## src/rtl/rv32i_types.sv

```systemverilog
// Shared RV32I core types: pipeline-control FSM states, register constants
// and small helpers used by the hazard logic.
package rv32i_types;

  typedef enum logic [0:0] {
    RUN    = 1'b0,
    FREEZE = 1'b1
  } pipe_ctrl_state_t;

  localparam logic [4:0] REG_X0 = 5'd0;

  // True when a source operand is actually read and names the given register.
  function automatic logic src_matches(input logic       use_src,
                                       input logic [4:0] src,
                                       input logic [4:0] dst);
    return use_src & (src == dst);
  endfunction

endpackage

```

## src/rtl/pipeline_ctrl_load_use_detect.sv

```systemverilog
// Load-use hazard compare: the instruction in ID needs a register that the
// load currently in EX has not produced yet. x0 is never a real dependency.
module load_use_detect
  import rv32i_types::*;
(
  input  logic       ex_is_load,
  input  logic [4:0] ex_rd,
  input  logic [4:0] id_rs1,
  input  logic [4:0] id_rs2,
  input  logic       id_use_rs1,
  input  logic       id_use_rs2,
  output logic       hazard
);

  // Compare the EX load destination against both ID sources.
  always_comb begin
    hazard = 1'b0;
    if (ex_is_load && (ex_rd != REG_X0)) begin
      hazard = src_matches(id_use_rs1, id_rs1, ex_rd) |
               src_matches(id_use_rs2, id_rs2, ex_rd);
    end else begin
      hazard = 1'b0;
    end
  end

endmodule

```

## src/rtl/pipeline_ctrl.sv

```systemverilog
// Pipeline sequencer: turns cache handshakes, load-use hazards and EX
// mispredicts into per-stage load/flush enables, and keeps saturating
// counters of stall cycles, inserted bubbles and mispredict flushes.
module pipeline_ctrl
  import rv32i_types::*;
#(
  parameter int CNT_W = 32
) (
  input  logic             clk,
  input  logic             rst,
  input  logic             imem_read,
  input  logic             imem_resp,
  input  logic             dmem_req,
  input  logic             dmem_resp,
  input  logic             ex_is_load,
  input  logic [4:0]       ex_rd,
  input  logic [4:0]       id_rs1,
  input  logic [4:0]       id_rs2,
  input  logic             id_use_rs1,
  input  logic             id_use_rs2,
  input  logic             ex_mispredict,
  output logic             load_pc,
  output logic             pc_redirect,
  output logic             load_if_id,
  output logic             flush_if_id,
  output logic             load_id_ex,
  output logic             flush_id_ex,
  output logic             load_ex_mem,
  output logic             load_mem_wb,
  output logic [CNT_W-1:0] stall_cnt,
  output logic [CNT_W-1:0] bubble_cnt,
  output logic [CNT_W-1:0] flush_cnt
);

  pipe_ctrl_state_t state_r;
  logic             imem_done_r;
  logic             dmem_done_r;
  logic             hazard_s;
  logic             i_wait_s;
  logic             d_wait_s;
  logic             freeze_s;
  logic             stall_inc_s;
  logic             flush_inc_s;
  logic             bubble_inc_s;

  // Counters hold at all-ones instead of wrapping to zero.
  function automatic logic [CNT_W-1:0] sat_inc(input logic [CNT_W-1:0] v);
    if (v == {CNT_W{1'b1}}) begin
      return v;
    end else begin
      return v + {{(CNT_W-1){1'b0}}, 1'b1};
    end
  endfunction

  load_use_detect u_load_use_detect (
    .ex_is_load (ex_is_load),
    .ex_rd      (ex_rd),
    .id_rs1     (id_rs1),
    .id_rs2     (id_rs2),
    .id_use_rs1 (id_use_rs1),
    .id_use_rs2 (id_use_rs2),
    .hazard     (hazard_s)
  );

  // A cache waits only if its response is neither here now nor already seen.
  always_comb begin
    i_wait_s = imem_read & ~imem_resp & ~imem_done_r;
    d_wait_s = dmem_req & ~dmem_resp & ~dmem_done_r;
    freeze_s = i_wait_s | d_wait_s;
  end

  // Per-stage enables; reset drains nops, then freeze > mispredict > hazard.
  always_comb begin
    load_pc      = 1'b1;
    pc_redirect  = 1'b0;
    load_if_id   = 1'b1;
    flush_if_id  = 1'b0;
    load_id_ex   = 1'b1;
    flush_id_ex  = 1'b0;
    load_ex_mem  = 1'b1;
    load_mem_wb  = 1'b1;
    stall_inc_s  = 1'b0;
    flush_inc_s  = 1'b0;
    bubble_inc_s = 1'b0;
    if (rst) begin
      flush_if_id = 1'b1;
      flush_id_ex = 1'b1;
    end else if (freeze_s) begin
      load_pc     = 1'b0;
      load_if_id  = 1'b0;
      load_id_ex  = 1'b0;
      load_ex_mem = 1'b0;
      load_mem_wb = 1'b0;
      stall_inc_s = 1'b1;
    end else if (ex_mispredict) begin
      pc_redirect = 1'b1;
      flush_if_id = 1'b1;
      flush_id_ex = 1'b1;
      flush_inc_s = 1'b1;
    end else if (hazard_s) begin
      load_pc      = 1'b0;
      load_if_id   = 1'b0;
      flush_id_ex  = 1'b1;
      bubble_inc_s = 1'b1;
    end else begin
      load_pc = 1'b1;
    end
  end

  // RUN/FREEZE state plus done latches that remember early cache responses.
  always_ff @(posedge clk) begin
    if (rst) begin
      state_r     <= RUN;
      imem_done_r <= 1'b0;
      dmem_done_r <= 1'b0;
    end else begin
      case (state_r)
        RUN: begin
          if (freeze_s) begin
            state_r     <= FREEZE;
            imem_done_r <= imem_resp;
            dmem_done_r <= dmem_resp;
          end else begin
            state_r     <= RUN;
            imem_done_r <= 1'b0;
            dmem_done_r <= 1'b0;
          end
        end
        FREEZE: begin
          if (freeze_s) begin
            state_r     <= FREEZE;
            imem_done_r <= imem_done_r | imem_resp;
            dmem_done_r <= dmem_done_r | dmem_resp;
          end else begin
            state_r     <= RUN;
            imem_done_r <= 1'b0;
            dmem_done_r <= 1'b0;
          end
        end
        default: begin
          state_r     <= RUN;
          imem_done_r <= 1'b0;
          dmem_done_r <= 1'b0;
        end
      endcase
    end
  end

  // Saturating performance counters.
  always_ff @(posedge clk) begin
    if (rst) begin
      stall_cnt  <= {CNT_W{1'b0}};
      bubble_cnt <= {CNT_W{1'b0}};
      flush_cnt  <= {CNT_W{1'b0}};
    end else begin
      if (stall_inc_s) begin
        stall_cnt <= sat_inc(stall_cnt);
      end
      if (bubble_inc_s) begin
        bubble_cnt <= sat_inc(bubble_cnt);
      end
      if (flush_inc_s) begin
        flush_cnt <= sat_inc(flush_cnt);
      end
    end
  end

endmodule

```

## config.mk

```make
export PLATFORM = sky130hd
export DESIGN_NAME = pipeline_ctrl
export DESIGN_NICKNAME = d
export VERILOG_FILES = /design/src/rtl/rv32i_types.sv /design/src/rtl/pipeline_ctrl_load_use_detect.sv /design/src/rtl/pipeline_ctrl.sv
export SDC_FILE = /design/constraint.sdc
export NUM_CORES = 1
export LEC_CHECK = 0
export BUFFER_PORTS_ARGS = -buffer_cell sky130_fd_sc_hd__buf_2
export CORE_MARGIN = 3
export CORE_UTILIZATION = 35
export CTS_BUF_LIST = sky130_fd_sc_hd__clkbuf_4 sky130_fd_sc_hd__clkbuf_8
export DETAILED_ROUTE_END_ITERATION = 12
export HOLD_SLACK_MARGIN = 0.06
export MAX_ROUTING_LAYER = met4
export SETUP_SLACK_MARGIN = 0.4
export SLEW_MARGIN = 20
export SYNTH_ARGS = -nofsm -noshare
export SYNTH_HDL_FRONTEND = slang
export SYNTH_HIERARCHICAL = 1
export SYNTH_SLANG_ARGS = --single-unit
```

## constraint.sdc

```tcl
create_clock -name clk -period 3.94 [get_ports clk]
set_input_delay 0.788 -clock clk [delete_from_list [all_inputs] [get_ports clk]]
set_output_delay 0.788 -clock clk [all_outputs]
set_load 0.03 [all_outputs]
```

# Yosys cells after proc, flatten, opt, wreduce, memory -nomap -nowiden
# Cells that the tools add are included.
# totals
regBits,99
latchBits,0
mem_bits_rw,0
rom_bits,0
input_bits,25
out_inout_bits,104
mem_count,0
# classes
add_sub_neg,3
multipliers,0
div_mod_pow,0
order_cmp,0
eq_ne,5
n_shift,0
muxes,26
bitwise_logic,18
reduce_logical,5
# op_table
op,n
32-bit by 1-bit adder with 32-bit output (second input constant),3
32-bit equality test (second input constant),3
1-bit 2-to-1 mux,24
5-bit equality test,2
1-bit inverter,8
1-bit bitwise AND,6
2-bit AND reduction,3
5-bit nonzero test,1
1-bit OR,4
1-bit one-hot mux with 2 select lines,2
1-bit logical AND,1

# Depth between registers and ports, before layout
# Gate-level depths: netlist of the first run.
# depth
ltp_word,9
ltp_mapped,10

# By module
# Netlist of the first run, hierarchy kept.
# by_module_without_submodules
module,instances,cells_each,area_per_inst_um2,seq_area_each_um2
pipeline_ctrl,1,624,5287.6,1981.9
load_use_detect,1,17,133.9,0.0

# Worst setup path after synthesis of the first run
# Ideal clock, no wire load.
# synth_timing
kind,input-to-output
from,in rst
to,out load_pc
t_arrival_ns,2.452
path_slack_ns,0.700
path_stages,6
n_path_buf,2
cell_sequence,buf_6 -> nor4b_2 -> nor2_1 -> inv_1 -> nor2_1 -> buf_4
# synth_via
elab_chain_len,1
# synth_rtl
element,line_no,rtl
start: declaration,pipeline_ctrl.sv:10,"input logic rst,"
1-bit 2-to-1 mux,--,
end: declaration,pipeline_ctrl.sv:22,"output logic load_pc,"
# No other way between the ends.

# Worst setup path after layout of the first run
# layout_timing
from,in rst
to,out pc_redirect
# layout_via
elab_chain_len,1
# layout_rtl
element,line_no,rtl
1-bit 2-to-1 mux,pipeline_ctrl.sv:85,if (rst) begin
end: declaration,pipeline_ctrl.sv:23,"output logic pc_redirect,"
# No other way between the ends.

==> summary.md, run 1 <==
| Metric | Value |
|---|---|
| Register share of total power | 0.557 |
| Max-cap violations | 0 |
| Final WS setup | 0.811 ns |
| Crit path time final | 3.13 ns |
| VDD IR-drop max | 0.134 mV |
| Hpwl dp | 10900 um |
| Top cells by area, synth | dfxtp_1 (37%), a21oi_1 (5.9%), nand4_1 (5.0%) |
| DIE AREA | 17000 um^2 |
| Slew Limit Fails | 0 |
| Root Buffer | clkbuf_8 |
| # rows | 44 |
| Number of global-route vias before repair | 5011 |
| Ys async rst share | 0 |
| Number of distinct library cells after synthesis | 61 |
| Yosys top cell area share | 0.366 |
| Most used cell, CP | buf_2 |
| # diodes | 0 |
| Reg2reg path depth | 5 |
| Largest net degree at the start of global routing | 65 |
| Slew @ Worst Pin | 0.826 ns |
| Max_slew headroom | 0.445 |
| Worst hold path cell count | 2 |
| CTS tree | built |
| Clock share of power | 0.385 |
| Crit-path slowest cell | nand4_1 |
| Worst Path Required | 3.15 ns |
| Final Util | 0.427 |
| GP Congestion | 0.859 |
| Critical path buffer and inverter count | 5 |
| GRT overflow | 0 |
| Chip width | 130 um |
| FF+latch count, synth | 99 |
| RR Endpoint | flush_cnt[28] |
| Register area share after synthesis | 0.366 |
| Iteration count of the initial detailed-routing pass | 5 |
| DR vias | 5542 |
| CP Capture Type | primary output |
| Post-DRT Antenna Nets | 0 |
| Sw Pwr | 0.000437 W |
| Core Area | 14900 um^2 |
| Clock transition at the registers of the reported paths | 0.09 ns |
| P_int | 0.00138 W |
| I/O Pins | 129 |
| Cell accounting for the most synthesized area | dfxtp_1 |
| Mapped Cells | 641 |
| Critical path type | in2out |
| TritonCTS buffer count | 9 |
| Syn_area_per_cell | 8.46 um^2 |
| Delay-heaviest family, CP | buffers and inverters |
| Layout cells sized above 1 | 0.233 |
| Area Overhead vs Synth | 17.1% |
| Yosys synthesis warning count | 6 |
| Leak Pwr | 2.38 nW |
| Post-synth EDFFs | 0 |
| Hold Buf Count CTS | 0 |
| H-tree depth | 3 |
| WL per Instance | 16.2 um |
| Die H | 130 um |
| Cell Pwr Density | 286 nW/um^2 |
| Clk sinks | 99 |
| Vias/cell | 5.91 |
| Setup TNS | 0 ns |
| Antenna violations before repair | 0 |
| Hold crit path type | reg2reg |
| Routed WL | 15200 um |
| Worst hold endpoint | flush_cnt[7] |
| Slowest stage delay, CP | 0.40 ns |
| Remaining DRCs | 0 |
| Max Clk Rate | 0.320 GHz |
| Post-CTS Setup Bufs | 0 |
| R2R Path Start | dmem_done_r |
| Final Cycle Share | 0.794 |
| Worst Path Arrival | 2.34 ns |
| Worst Setup Start Kind | input pin |
| CTS Buffer Depth | 2 |
| Combinational share of power | 0.058 |
| Peak fanout along the critical path | 31 |
| Iter 0 DRT Violations | 291 |
| Final hold viol count | 0 |
| Main flop type after synthesis | dfxtp_1 |
| Sw Ratio | 0.241 |
| Initial Utilization | 0.365 |
| Resized Gates After CTS | 0 |
| Count of buffers from port buffering | 128 |
| Worst hold start | flush_cnt[7] |
| DP Worst Slack | 0.473 ns |
| Global-route wire length before repair | 24900 um |
| FF-to-FF setup slack | 1.37 ns |
| Unrepaired setup endpoints after global routing | no |
| Cell Area, Synth | 5420 um^2 |
| Syn Nets | 669 |
| Final setup violation count | 0 |
| Critical Path, Cell by Cell | buf_2 > buf_4 > clkinv_1 > nand4_1 > inv_2 > buf_2 |
| Status | finished clean |
| Nets@finish | 777 |
| Worst-Skew Late Latency | 0.37 ns |
| Clock skew | 0.00744 ns |
| Gr usage total | 0.182 |
## layout by cell type (no fill, tap or decap), types with 7 or more instances in the layout
master    netlist  routed
buf_2          12     128
dfxtp_1        99      99
a21oi_1        64      64
nand4_1        43      43
nand3_1        36      36
nor2_1         35      35
or3_1          35      35
nand2_1        33      33
o21ai_0        32      32
or4_1          24      24
o31ai_1        21      21
and4_1         18      18
and3_1         17      17
nor4_1         14      14
xnor2_1        13      13
xor2_1         10      10
clkbuf_8        1      10
nor2b_1         9       9
o21ai_1         8       8
mux2_1          7       7
o211ai_1        7       7
o311ai_0        7       7
buf_4           4       7
## worst reg2reg max path, delay by kind of cell (launching register included)
kind,cells,cell delay (ns)
compound gates,1,0.14
simple gates,4,1.97
flops,1,0.40
## sequential cells by signal (all words and copies together) (netlist names)
signal / cells
bubble_cnt: 32
state_r: 1
stall_cnt: 32
flush_cnt: 32
dmem_done_r: 1
imem_done_r: 1
## final cells by class
class / count / area [um^2]
Clock buffer: 14 / 168
Clock inverter: 2 / 35.0
Fill cell: 1548 / 8510
Inverter: 7 / 26.3
Multi-Input combinational cell: 497 / 3220
Sequential cell: 99 / 1980
Tap cell: 184 / 230
Timing Repair Buffer: 135 / 693
## stage by stage
| stage | power [W] | hold WS, ns | area [um^2] | cells |
|---|---|---|---|---|
| after floorplan | 0.00110 | 0.456 | 5420 | 641 |
| after global placement | 0.00114 | 0.480 | 6150 | 922 |
| after detailed placement | 0.00114 | 0.496 | 6150 | 922 |
| after CTS | 0.00184 | 0.513 | 6350 | 938 |
| after global routing | 0.00189 | 0.546 | 6350 | 938 |
| final | 0.00181 | 0.514 | 6350 | 938 |
## synthesized netlist by cell type (all sizes together) (2+ instances only)
master	n
nor2	35
buf	20
nand2	33
a2111oi	3
or4b	3
o311ai	7
nor2b	9
nand4	44
o21ai	40
o211ai	7
xnor2	13
and4	21
clkbuf	18
nand3b	2
inv	6
mux2	9
ha	3
or2	3
or3b	3
o41ai	6
nor3b	2
o21a	4
nand3	36
o31ai	21
or3	35
and3	18
nor4	19
o2111ai	2
xor2	10
a21oi	64
nor3	3
a31oi	2
nor4b	2
and2	5
or4	24
dfxtp	99
a211oi	2
o31a	4
## power groups by stage
stage | clock network (W) | registers (W) | logic (W)
after detailed placement | 0 | 0.00103 | 0.000107
after global routing | 0.000762 | 0.00101 | 0.000115
after CTS | 0.000722 | 0.00101 | 0.000107
after floorplan | 0 | 0.00104 | 0.0000663
final | 0.000698 | 0.00101 | 0.000106
after global placement | 0 | 0.00103 | 0.000104
## worst max-delay path by stage
stage               slack (ns)  depth (start not counted)              to      from
floorplan                 0.70                          6         load_pc       rst
global placement          0.62                         10  bubble_cnt[22]  ex_rd[0]
detailed placement        0.47                         10  bubble_cnt[22]  ex_rd[0]
CTS                       0.78                          6     pc_redirect       rst
global route              0.57                         10  bubble_cnt[22]  ex_rd[0]
finish                    0.81                          6     pc_redirect       rst
## routing by layer
metal,vias to the layer above,part of all wire,global-route usage
met5,-,0,-
met1,2629,0.46,0.240
li1,2707,-,-
met3,15,0.058,0.0289
met2,191,0.47,0.283
met4,0,0.015,0.0672
## logic make-up (layout without fill, tap and decap cells)
group           after synthesis  count (layout)  share of synthesized area
xor+xnor                     23              23                     0.0372
simple gates                297             297                      0.342
mux                          10              10                     0.0205
buf+inv                      45             158                     0.0429
flops                        99              99                      0.366
fa+ha+maj                     3               3                    0.00692
compound gates              164             164                      0.185
Note: power is estimated with default switching activity, not from simulation.
==> inputs of run 2 (changes only) <==
==> constraint.sdc (replaced) <==
create_clock -name clk -period 2.8 [get_ports clk]
set_input_delay 0.56 -clock clk [delete_from_list [all_inputs] [get_ports clk]]
set_output_delay 0.56 -clock clk [all_outputs]
set_load 0.03 [all_outputs]
==> run 2 against run 1 <==
  * Sequential share of layout area shrank 2.9 points
  * Critical path depth grew 2
  * Die area is the same
  * Non-clock buffer count grew 29
  * Final cell count grew 3.1%
  * Wire length grew 5.2%
==> summary.md, run 2 (same netlist as run 1, synthesis figures left out) <==
| Metric | Value |
|---|---|
| Unrepaired setup endpoints after global routing | yes (was no) |
| Largest net degree at the start of global routing | 58 (was 65) |
| Max_slew headroom | 0.476 (was 0.445) |
| Iter 0 DRT Violations | 328 (was 291) |
| H-tree depth | 3 (unchanged) |
| CTS tree | built (unchanged) |
| Final setup violation count | 0 (unchanged) |
| Worst Setup Start Kind | input pin (unchanged) |
| Slowest stage delay, CP | 0.52 ns (was 0.40 ns) |
| CTS Buffer Depth | 2 (unchanged) |
| Global-route wire length before repair | 25900 um (was 24900 um) |
| Root Buffer | clkbuf_8 (unchanged) |
| Delay-heaviest family, CP | simple AND/OR/NAND/NOR gates (was buffers and inverters) |
| Crit-path slowest cell | or4_4 (was nand4_1) |
| Remaining DRCs | 0 (unchanged) |
| Cell Pwr Density | 374 nW/um^2 (was 286 nW/um^2) |
| DIE AREA | 17000 um^2 (unchanged) |
| Count of buffers from port buffering | 128 (unchanged) |
| # rows | 44 (unchanged) |
| Final Cycle Share | 0.913 |
| DR vias | 5733 (was 5542) |
| Area Overhead vs Synth | 29.5% (was 17.1%) |
| Worst-Skew Late Latency | 0.38 ns (was 0.37 ns) |
| VDD IR-drop max | 0.186 mV (was 0.134 mV) |
| Max Clk Rate | 0.391 GHz |
| Slew Limit Fails | 0 (unchanged) |
| # diodes | 0 (unchanged) |
| Critical Path, Cell by Cell | buf_8 > or4_4 > o21ai_2 > a21oi_2 > buf_4 > o211ai_1 > nand2_1 > buf_6 (was buf_2 > buf_4 > clkinv_1 > nand4_1 > inv_2 > buf_2) |
| Fill cells | 1459 (was 1548) |
| Layout cells sized above 1 | 0.322 (was 0.233) |
| Final hold viol count | 0 (unchanged) |
| Commonest non-fill, non-tap cell in the layout | buf_2 (unchanged) |
| Antenna violations before repair | 0 (unchanged) |
| GP Congestion | 0.842 (was 0.859) |
| Worst Path Arrival | 2.00 ns (was 2.34 ns) |
| Number of global-route vias before repair | 5246 (was 5011) |
| Critical path launch point | ex_rd[1] (was rst) |
| Routed WL | 15900 um (was 15200 um) |
| Worst Path Required | 2.24 ns (was 3.15 ns) |
| Slew @ Worst Pin | 0.779 ns (was 0.826 ns) |
| Status | finished clean (unchanged) |
| CP Capture Type | primary output (unchanged) |
| GRT overflow | 0 (unchanged) |
| Clk sinks | 99 (unchanged) |
| Critical path type | in2out (unchanged) |
| Worst hold start | dmem_resp (was flush_cnt[7]) |
| Die H | 130 um (unchanged) |
| Leak Pwr | 2.68 nW (was 2.38 nW) |
| Max-cap violations | 0 (unchanged) |
| Clock transition at the registers of the reported paths | 0.10 ns (was 0.09 ns) |
| Post-DRT Antenna Nets | 0 (unchanged) |
| TritonCTS buffer count | 9 (unchanged) |
| WL per Instance | 16.5 um (was 16.2 um) |
| Chip width | 130 um (unchanged) |
| Hpwl dp | 11100 um (was 10900 um) |
| Clock skew | 0.0132 ns (was 0.00744 ns) |
| Crit path time final | 2.56 ns |
| I/O Pins | 129 (unchanged) |
| Peak fanout along the critical path | 3 (was 31) |
| Initial Utilization | 0.365 (unchanged) |
| Design area | 7020 um^2 (was 6350 um^2) |
| Vias/cell | 5.93 (was 5.91) |
| Nets@finish | 806 (was 777) |
| Iteration count of the initial detailed-routing pass | 5 (unchanged) |
| Final Util | 0.472 (was 0.427) |
| Setup TNS | 0 ns (unchanged) |
| Critical path buffer and inverter count | 3 (was 5) |
| Placed cell areas | 6310 um^2 (was 6150 um^2) |
| Largest regs | bubble_cnt: 32 flops, flush_cnt: 32 flops, stall_cnt: 32 flops (unchanged) |
| Core Area | 14900 um^2 (unchanged) |
| Most frequent cells in the layout | buf_2 (119), dfxtp_1 (96), a21oi_1 (55) (was buf_2 (128), dfxtp_1 (99), a21oi_1 (64)) |
| Hold Buf Count CTS | 0 (unchanged) |
| R2R Path Start | bubble_cnt[12] (was dmem_done_r) |
| Hold crit path type | in2reg (was reg2reg) |
| Gr usage total | 0.189 (was 0.182) |
-- run 2: cell count changes in the layout (fill, tap and decap cells not counted), sizes merged --
cell and change:
buf +27, clkbuf -4, clkinv +4, bufbuf +1, bufinv +1
-- run 2: cell type report --
| cell class | count | area, um^2 | area share |
|---|---|---|---|
| Tap cell | 184 | 230 | 0.0328 |
| Timing Repair Buffer | 164 | 1060 | 0.152 |
| Clock inverter | 7 | 92.6 | 0.0132 |
| Clock buffer | 9 | 124 | 0.0176 |
| Multi-Input combinational cell | 497 | 3490 | 0.498 |
| Sequential cell | 99 | 1990 | 0.283 |
| Inverter | 7 | 28.8 | 0.00410 |
-- run 2: stage by stage --
step / power [W] / hold WS (ns) / setup slack [ns] / cells
3_5_place_dp: 0.00161 / 0.492 / -0.0985 / 935
4_1_cts: 0.00265 / 0.440 / 0.261 / 956
6_report: 0.00263 / 0.469 / 0.244 / 967
3_3_place_gp: 0.00161 / 0.468 / -0.000164 / 935
2_1_floorplan: 0.00156 / 0.456 / 0.320 / 641
5_1_grt: 0.00273 / 0.480 / 0.172 / 967
-- run 2: worst register-to-register path, delay by kind of cell, from the launching register on --
kind          cells  cell delay [ns]
simple gates      4             1.28
mux               1             0.30
buf+inv           1             0.23
flops             1             0.41
-- run 2: power breakdown --
group | internal (W) | switching (W) | leakage [nW] | total (W)
clock | 0.000502 | 0.000526 | 0.113 | 0.00103
sequential | 0.00141 | 0.00000838 | 0.799 | 0.00142
combinational | 0.0000663 | 0.000112 | 1.77 | 0.000178
total | 0.00198 | 0.000646 | 2.68 | 0.00263
-- run 2: path summary, 6_finish.rpt --
path | to | slack [ns] | cells past startpoint
worst max register to register | bubble_cnt[13] | 0.48 | 6
worst min-delay path | dmem_done_r | 0.47 | 3
worst max-delay path | flush_id_ex | 0.24 | 8
worst min register to register | flush_cnt[31] | 0.51 | 2
-- run 2: metal layers --
metal,up-vias,GRT usage,routed length [um]
met5,-,-,0
met3,16,0.0264,779
met2,180,0.299,7680
li1,2775,-,-
met1,2762,0.254,7270
met4,0,0.0551,201
-- run 2: repair_timing --
| item | 4_1_cts | 5_1_grt |
|---|---|---|
| resized for setup | 25 | 53 |
| setup endpoints to repair | 19 | 55 |
| endpoints found under the hold margin | 0 | 0 |
| pin swaps | 10 | 33 |
| setup buffers | 3 | 10 |
| gates cloned | 2 | 1 |
